$ cat config.mk
export PLATFORM = sky130hd
export DESIGN_NAME = except_ctrl
export DESIGN_NICKNAME = d
export VERILOG_FILES = /design/src/rtl/except_ctrl.sv
export SDC_FILE = /design/constraint.sdc
export NUM_CORES = 1
export LEC_CHECK = 0
export CORE_AREA = 3 3 135 137
export DETAILED_ROUTE_END_ITERATION = 10
export DIE_AREA = 0 0 138 140
export GPL_TIMING_DRIVEN = 0
export PLACE_DENSITY = 0.66
export SLEW_MARGIN = 20
export SYNTH_ARGS = -nofsm -noshare
export SYNTH_HDL_FRONTEND = slang
export SYNTH_SLANG_ARGS = --single-unit
export TNS_END_PERCENT = 50
$ cat constraint.sdc
create_clock -name clk -period 3.11 [get_ports clk]
set_input_delay 0.622 -clock clk [delete_from_list [all_inputs] [get_ports clk]]
set_output_delay 0.622 -clock clk [all_outputs]
set_load 0.02 [all_outputs]
$ cat src/rtl/except_ctrl.sv
// MEM-stage exception arbiter: prioritises faults/interrupts, drives CP0, flushes.
// Optional EXC_STATS_EN adds a wrapping count of exceptions taken (ERET excluded).
module except_ctrl #(
  parameter logic [31:0] EXC_VECTOR = 32'hBFC0_0380,
  parameter int          CNT_W      = 32
) (
  input  logic             clk,
  input  logic             rst,
  input  logic             valid_i,
  input  logic             stall_i,
  input  logic [31:0]      pc_i,
  input  logic             is_in_delayslot_i,
  input  logic             exc_adel_if_i,
  input  logic             exc_ri_i,
  input  logic             exc_ov_i,
  input  logic             exc_sys_i,
  input  logic             exc_bp_i,
  input  logic             exc_eret_i,
  input  logic             exc_adel_ld_i,
  input  logic             exc_ades_st_i,
  input  logic [31:0]      mem_addr_i,
  input  logic [31:0]      cp0_status_i,
  input  logic [31:0]      cp0_cause_i,
  input  logic [31:0]      cp0_epc_i,
  input  logic             wb_cp0_we_i,
  input  logic [4:0]       wb_cp0_waddr_i,
  input  logic [31:0]      wb_cp0_wdata_i,
  output logic [4:0]       excepttype_o,
  output logic             is_in_delayslot_o,
  output logic [31:0]      current_inst_addr_o,
  output logic [31:0]      badvaddr_o,
  output logic             mem_kill_o,
  output logic             flush_o,
  output logic [31:0]      new_pc_o,
  output logic [CNT_W-1:0] exc_count_o
);

  localparam logic [4:0] EXC_INT  = 5'h01;
  localparam logic [4:0] EXC_ADEL = 5'h04;
  localparam logic [4:0] EXC_ADES = 5'h05;
  localparam logic [4:0] EXC_SYS  = 5'h08;
  localparam logic [4:0] EXC_BP   = 5'h09;
  localparam logic [4:0] EXC_RI   = 5'h0a;
  localparam logic [4:0] EXC_OV   = 5'h0c;
  localparam logic [4:0] EXC_ERET = 5'h0e;

  localparam logic [4:0] CP0_STATUS = 5'd12;
  localparam logic [4:0] CP0_CAUSE  = 5'd13;
  localparam logic [4:0] CP0_EPC    = 5'd14;

  typedef enum logic {S_IDLE, S_FLUSH} state_t;

  state_t      r_state, w_next;
  logic        r_flush;
  logic [31:0] r_new_pc;

  logic [31:0] w_eff_status, w_eff_epc;
  logic [1:0]  w_eff_sw;
  logic        w_fwd_st, w_fwd_ca, w_fwd_epc;
  logic        w_int_req, w_take;
  logic [4:0]  w_exc;
  logic [31:0] w_badv, w_cia, w_npc_d;
  logic        w_ds, w_flush_d;

  assign w_fwd_st  = wb_cp0_we_i && (wb_cp0_waddr_i == CP0_STATUS);
  assign w_fwd_ca  = wb_cp0_we_i && (wb_cp0_waddr_i == CP0_CAUSE);
  assign w_fwd_epc = wb_cp0_we_i && (wb_cp0_waddr_i == CP0_EPC);

  assign w_eff_status = w_fwd_st  ? wb_cp0_wdata_i      : cp0_status_i;
  assign w_eff_epc    = w_fwd_epc ? wb_cp0_wdata_i      : cp0_epc_i;
  assign w_eff_sw     = w_fwd_ca  ? wb_cp0_wdata_i[9:8] : cp0_cause_i[9:8];

  // IE set, EXL clear, and any unmasked hw or sw source pending
  assign w_int_req = w_eff_status[0] & ~w_eff_status[1] &
                     (|(cp0_cause_i[15:10] & w_eff_status[15:10]) |
                      |(w_eff_sw & w_eff_status[9:8]));

  assign w_take = (r_state == S_IDLE) & valid_i & ~stall_i;

  always_comb begin
    w_exc     = 5'd0;
    w_badv    = 32'd0;
    w_ds      = 1'b0;
    w_cia     = 32'd0;
    w_next    = r_state;
    w_flush_d = 1'b0;
    w_npc_d   = r_new_pc;
    if (r_state == S_IDLE) begin
      w_ds  = is_in_delayslot_i;
      w_cia = pc_i;
      if (w_take) begin
        if (w_int_req) w_exc = EXC_INT;
        else if (exc_adel_if_i) begin
          w_exc  = EXC_ADEL;
          w_badv = pc_i;
        end
        else if (exc_ri_i)   w_exc = EXC_RI;
        else if (exc_ov_i)   w_exc = EXC_OV;
        else if (exc_sys_i)  w_exc = EXC_SYS;
        else if (exc_bp_i)   w_exc = EXC_BP;
        else if (exc_eret_i) w_exc = EXC_ERET;
        else if (exc_adel_ld_i) begin
          w_exc  = EXC_ADEL;
          w_badv = mem_addr_i;
        end
        else if (exc_ades_st_i) begin
          w_exc  = EXC_ADES;
          w_badv = mem_addr_i;
        end
      end
      if (w_exc != 5'd0) begin
        w_next    = S_FLUSH;
        w_flush_d = 1'b1;
        w_npc_d   = (w_exc == EXC_ERET) ? w_eff_epc : EXC_VECTOR;
      end
    end else begin
      w_next = S_IDLE;
    end
  end

  always_ff @(posedge clk) begin
    if (rst) begin
      r_state  <= S_IDLE;
      r_flush  <= 1'b0;
      r_new_pc <= 32'd0;
    end else begin
      r_state  <= w_next;
      r_flush  <= w_flush_d;
      r_new_pc <= w_npc_d;
    end
  end

  assign excepttype_o        = w_exc;
  assign is_in_delayslot_o   = w_ds;
  assign current_inst_addr_o = w_cia;
  assign badvaddr_o          = w_badv;
  assign mem_kill_o          = (w_exc != 5'd0);
  assign flush_o             = r_flush;
  assign new_pc_o            = r_new_pc;

`ifdef EXC_STATS_EN
  logic [CNT_W-1:0] r_cnt;
  always_ff @(posedge clk) begin
    if (rst)
      r_cnt <= '0;
    else if (w_flush_d && (w_exc != EXC_ERET))
      r_cnt <= r_cnt + CNT_W'(1);
  end
  assign exc_count_o = r_cnt;
`else
  assign exc_count_o = '0;
`endif

  logic w_unused;
  assign w_unused = ^{cp0_status_i[31:16], cp0_status_i[7:2],
                      cp0_cause_i[31:16], cp0_cause_i[7:0],
                      wb_cp0_wdata_i[31:10], wb_cp0_wdata_i[7:0]};

endmodule

# --- Word-level counts from Yosys, hierarchy flattened ---
# Cells that the tools add are included.
totals:
  inputBits: 211
  output_inout_bits: 136
  register_bits: 33
op_classes:
  mux: 30
  eq_ne: 4
  n_bitwise: 10
  reduce_logical: 9
ops:
  columns: ["op", "count"]
  rows:
  - ["$mux W32", 14]
  - ["$mux W4", 8]
  - ["$eq A5 B4 Y1 const B", 4]
  - ["$mux W16", 1]
  - ["$mux W5", 2]
  - ["$reduce_bool A5 Y1", 2]
  - ["$and A6 B6 Y6", 1]
  - ["$mux W3", 2]
  - ["$reduce_or A6 Y1", 1]
  - ["$and A1 B1 Y1", 4]
  - ["$reduce_or A2 Y1", 2]
  - ["$logic_and A1 B1 Y1", 3]
  - ["$not A1 Y1", 3]
  - ["$and A2 B2 Y2", 1]
  - ["$mux W1", 2]
  - ["$mux W2", 1]
  - ["$reduce_and A2 Y1", 1]
  - ["$or A1 B1 Y1", 1]

# --- Logic depth before layout (Yosys ltp) ---
depth:
  word_depth: 13
  depth_mapped: 9
  mapped_depth_nobuf: 8

# --- Least setup slack after synthesis ---
# No wires, ideal clock.
synth_path:
  kind: "input to output"
  startpoint: "in wb_cp0_waddr_i[4]"
  endpoint: "out excepttype_o[3]"
  arrival_time_ns: 2.649
  required_time_ns: 2.488
  cell_stages: 8
  path_slack_ns: -0.161
  n_path_buf: 1
  path_cell_list: "and4b_2 nand2_4 mux2_4 a2111oi_2 a21o_1 nand2b_1 clkbuf_1 a211oi_1"
synth_via:
  elab_chain_len: 11
  word_cells_on_any_way: 18
  classes_between: "2 x eq/ne; 6 x mux; 6 x bitwise; 4 x reduce/logical"
synth_rtl:
  columns: ["element", "line", "text"]
  rows:
  - ["from (decl)", "26", "input logic [4:0] wb_cp0_waddr_i,"]
  - ["$eq A5 B4 Y1, on equally long branches", "65, 66", null]
  - ["$logic_and A1 B1 Y1, on equally long branches", "65, 66", null]
  - ["$mux W16 or $mux W2 (tied branches)", "69, 71", null]
  - ["$and A6 B6 Y6 or $and A2 B2 Y2 (tied branches)", "75, 76", null]
  - ["$reduce_or A6 Y1 or $reduce_or A2 Y1 (tied branches)", "75, 76", null]
  - ["$or A1 B1 Y1", "76", "|(w_eff_sw & w_eff_status[9:8]));"]
  - ["$and A1 B1 Y1 *", "74", "assign w_int_req = w_eff_status[0] & ~w_eff_status[1] &"]
  - ["$mux W4 *", "92", "if (w_int_req) w_exc = EXC_INT;"]
  - ["$mux W4 *", "91", "if (w_take) begin"]
  - ["$mux W5 * (2 in series)", "88", "if (r_state == S_IDLE) begin"]
  - ["to (decl)", "28", "output logic [4:0] excepttype_o,"]
# Every way passes the cells marked *; elsewhere a longest branch is shown, timed or not. The select of a mux whose other input is x is not followed.

# --- Worst setup path in the final report ---
layout_path:
  startpoint: "in wb_cp0_waddr_i[4]"
  endpoint: "out badvaddr_o[19]"
layout_via:
  elab_chain_len: 10
  word_cells_on_any_way: 17
  classes_between: "2 x eq/ne; 5 x mux; 6 x bitwise; 4 x reduce/logical"
layout_rtl:
  columns: ["element", "line", "text"]
  rows:
  - ["$eq A5 B4 Y1, on equally long branches", "65, 66", null]
  - ["$logic_and A1 B1 Y1, on equally long branches", "65, 66", null]
  - ["$mux W16 or $mux W2 (tied branches)", "69, 71", null]
  - ["$and A6 B6 Y6 or $and A2 B2 Y2 (tied branches)", "75, 76", null]
  - ["$reduce_or A6 Y1 or $reduce_or A2 Y1 (tied branches)", "75, 76", null]
  - ["$or A1 B1 Y1", "76", null]
  - ["$and A1 B1 Y1 *", "74", null]
  - ["$mux W32 *", "92", null]
  - ["$mux W32 *", "91", null]
  - ["$mux W32 *", "88", null]
  - ["to (decl)", "31", "output logic [31:0] badvaddr_o,"]
# Every way passes the cells marked *; elsewhere a longest branch is shown, timed or not.

==> results.yml <==
place:
  dp_cells: 874
  gp_congestion: 0.861
  postPlaceCellArea_sq_um: 6000
  io_buffers: 265
  place_hpwl_um: 11500
sta:
  slew_viol_final: 0
  setup-violations-final: 36
  period_minus_slack_ns: 3.23
  relSlewSlack_pct: 46.7
  hold_violations: 0
  setup_slack_ns: -0.117
  fin_tns_setup_ns: -2.41
  worst_pin_slew_ns: 0.800
  period_share_pct: 104
  rsz0062_at_grt: "yes"
  skew_ns: 0.00441
  holdWs_ns: 0.465
  max_freq_mhz: 310
detailed_routing:
  detail_route.first_pass.iterations: 4
  wl_um: 14500
  ant_nets: 0
  drtIter0Drc: 96
  wl_per_cell_um: 16.0
  vias_per_cell: 4.17
  via_count: 3764
  drc: 0
clocking:
  cts_tree: "done"
  cts_buffers: 5
  cts_sinks: 33
  clk_latency_ns: 0.27
  htree_levels: 2
  path_clk_slew_ns: 0.05
  clockBufferDepth: 2
  root_buffer: "clkbuf_16"
  ctsHoldBuffers: 0
synth:
  netlist.area_leader.share_pct: 23.0
  ys_top_cells_by_area: "dfxtp_1 23%, mux2i_1 11%, o32ai_2 11%"
  synth_top_cell_by_area: "dfxtp_1"
  yosysWarningCount: 0
  ys_seq_area_share_pct: 23.0
  syn_inst: 352
  syn_area_per_cell_sq_um: 8.17
  ys_types: 39
  synth_area_sq_um: 2880
  ys_seq_elements: 33
cells_and_area:
  final_area_sq_um: 6760
  drive_above_1_share_pct: 28.2
  fillers: 1739
  area_delta_synth_final_pct: 135
  nNetsFinal: 888
  instances_no_fill: 903
  antenna_cells: 0
setup_path:
  critPathMaxFanout: 6
  rr_startpoint: "flush_o$_SDFF_PP0_"
  crit_start: "wb_cp0_waddr_i[4]"
  cp-start-kind: "primary input"
  cp.required_ns: 2.49
  cp.arrival_ns: 2.61
  endpoint_kind: "primary output"
  crit_type: "in -> out"
worst_hold_path:
  min_from: "new_pc_o[7]$_SDFFE_PP0P_"
  hold_path.class: "reg -> reg"
floorplan:
  initial_utilization_pct: 16.7
  die_w_um: 138
  die_h_um: 140
  die_area_sq_um: 19300
  core_sq_um: 17200
  rows: 48
  ioPinCount: 347
global_route:
  grt_max_degree: 12
  grt.total_usage_pct: 13.7
  gr-total-overflow: 0
  antenna_found_initial: 0
  grt_pass1_wl_um: 21300
  grt_pass1_vias: 3882
pwr:
  p_leak_uw: 0.00255
  power_uw: 1740
  power_density_nw_per_um2: 257
  max-vdd-ir-drop_mv: 0.203
outcome:
  violations: "negative setup slack"
  status: "finished with violations"
run:
  maxCapViolations: 0
==> synthesized netlist by cell type <==
| library cell | n |
|---|---|
| inv_2 | 1 |
| inv_1 | 35 |
| a221o_1 | 1 |
| nand4b_1 | 1 |
| or3_1 | 2 |
| nand2_4 | 1 |
| a22oi_1 | 35 |
| or4_4 | 1 |
| dfxtp_1 | 33 |
| a221oi_1 | 12 |
| nor2_1 | 40 |
| nand3b_1 | 2 |
| and4b_2 | 1 |
| buf_4 | 33 |
| mux2_4 | 1 |
| nor3_1 | 6 |
| o21ai_0 | 3 |
| mux2i_1 | 33 |
| o211ai_1 | 1 |
| a21oi_1 | 5 |
| nand2_1 | 5 |
| clkbuf_1 | 23 |
| a211oi_1 | 2 |
| or3b_2 | 1 |
| buf_6 | 2 |
| nand2b_1 | 1 |
| or2_2 | 1 |
| and3_1 | 1 |
| conb_1 | 1 |
| a2111oi_2 | 1 |
| o31a_1 | 1 |
| buf_2 | 4 |
| o32ai_2 | 20 |
| nand3_1 | 2 |
| a21o_1 | 2 |
| nor2b_1 | 33 |
| a21boi_0 | 2 |
| a31oi_1 | 1 |
| nor3b_1 | 2 |
==> critical path: stages <==
cell       delay, ns
buf_6           0.09
and4b_2         0.32
nand2_4         0.09
mux2_4          0.32
a2111oi_4       0.37
a21o_4          0.23
nand2b_4        0.13
clkbuf_16       0.20
nor2_4          0.10
buf_6           0.13
==> layout make-up <==
| type | instances | area [sq um] | area share, % |
|---|---|---|---|
| sequential | 33 | 661 | 9.77 |
| inverter | 36 | 148 | 2.18 |
| tap | 225 | 282 | 4.16 |
| clock buffer | 6 | 139 | 2.05 |
| clock inverter | 2 | 37.5 | 0.555 |
| multi-input combinational | 254 | 2170 | 32.1 |
| buffer | 60 | 459 | 6.79 |
| timing repair buffer | 287 | 2870 | 42.4 |
==> report_power, final <==
group / internal [uW] / switching (uW)
clock: 399 / 178
sequential: 435 / 7.41
combinational: 398 / 323
total: 1230 / 508
==> placed cells by master (no fill, tap or decap), types with 8 or more instances in the layout <==
cell type        count
inv_1               35
clkdlybuf4s50_1    216
nor2_4              30
nor2_1               8
buf_6               35
dfxtp_1             33
clkbuf_16            9
conb_1              33
o32ai_2             20
a22oi_1             34
mux2i_1             32
a221oi_1            12
nor2b_1             33
buf_4               57
clkbuf_1            16
==> metrics by stage <==
step                setup slack [ns]  utilization, %
finish                        -0.117            39.4
global placement               -1.63            34.9
detailed placement             -1.63            34.9
floorplan                     -0.159               -
global route                  -0.219            39.4
CTS                           -0.185            38.7
==> path summary, 6_finish.rpt <==
path	endpoint	slack [ns]	cells after the start
setup / recovery	badvaddr_o[19]	-0.12	10
hold / removal	new_pc_o[7]$_SDFFE_PP0P_	0.46	2
setup reg to reg	new_pc_o[23]$_SDFFE_PP0P_	0.81	5
hold reg to reg	new_pc_o[7]$_SDFFE_PP0P_	0.46	2
==> layer usage <==
metal	vias to the layer above	wire [um]	part of all wire [%]	track usage, %
met5	-	0	0	0
met4	0	284	2.0	3.90
met2	196	7620	53	26.1
li1	1834	-	-	-
met3	14	1020	7.1	3.18
met1	1720	5540	38	15.0
==> timing repair <==
item,CTS,global route
setup buffers,12,7
resized for setup,318,25
cloned,4,0
endpoints found under the setup margin,69,37
pin swaps,34,12
==> state kept, by name, indices dropped and copies added, names as in the netlist <==
name / count
new_pc_o: 32
flush_o: 1
==> kinds of logic after synthesis <==
| group | count (synthesis) | synth area share, % |
|---|---|---|
| mux | 34 | 12.0 |
| simple gates | 100 | 18.4 |
| other cells | 1 | 0.130 |
| flops | 33 | 23.0 |
| compound gates | 86 | 28.7 |
| buf+inv | 98 | 17.8 |
Note: power is estimated with default switching activity, not from simulation.
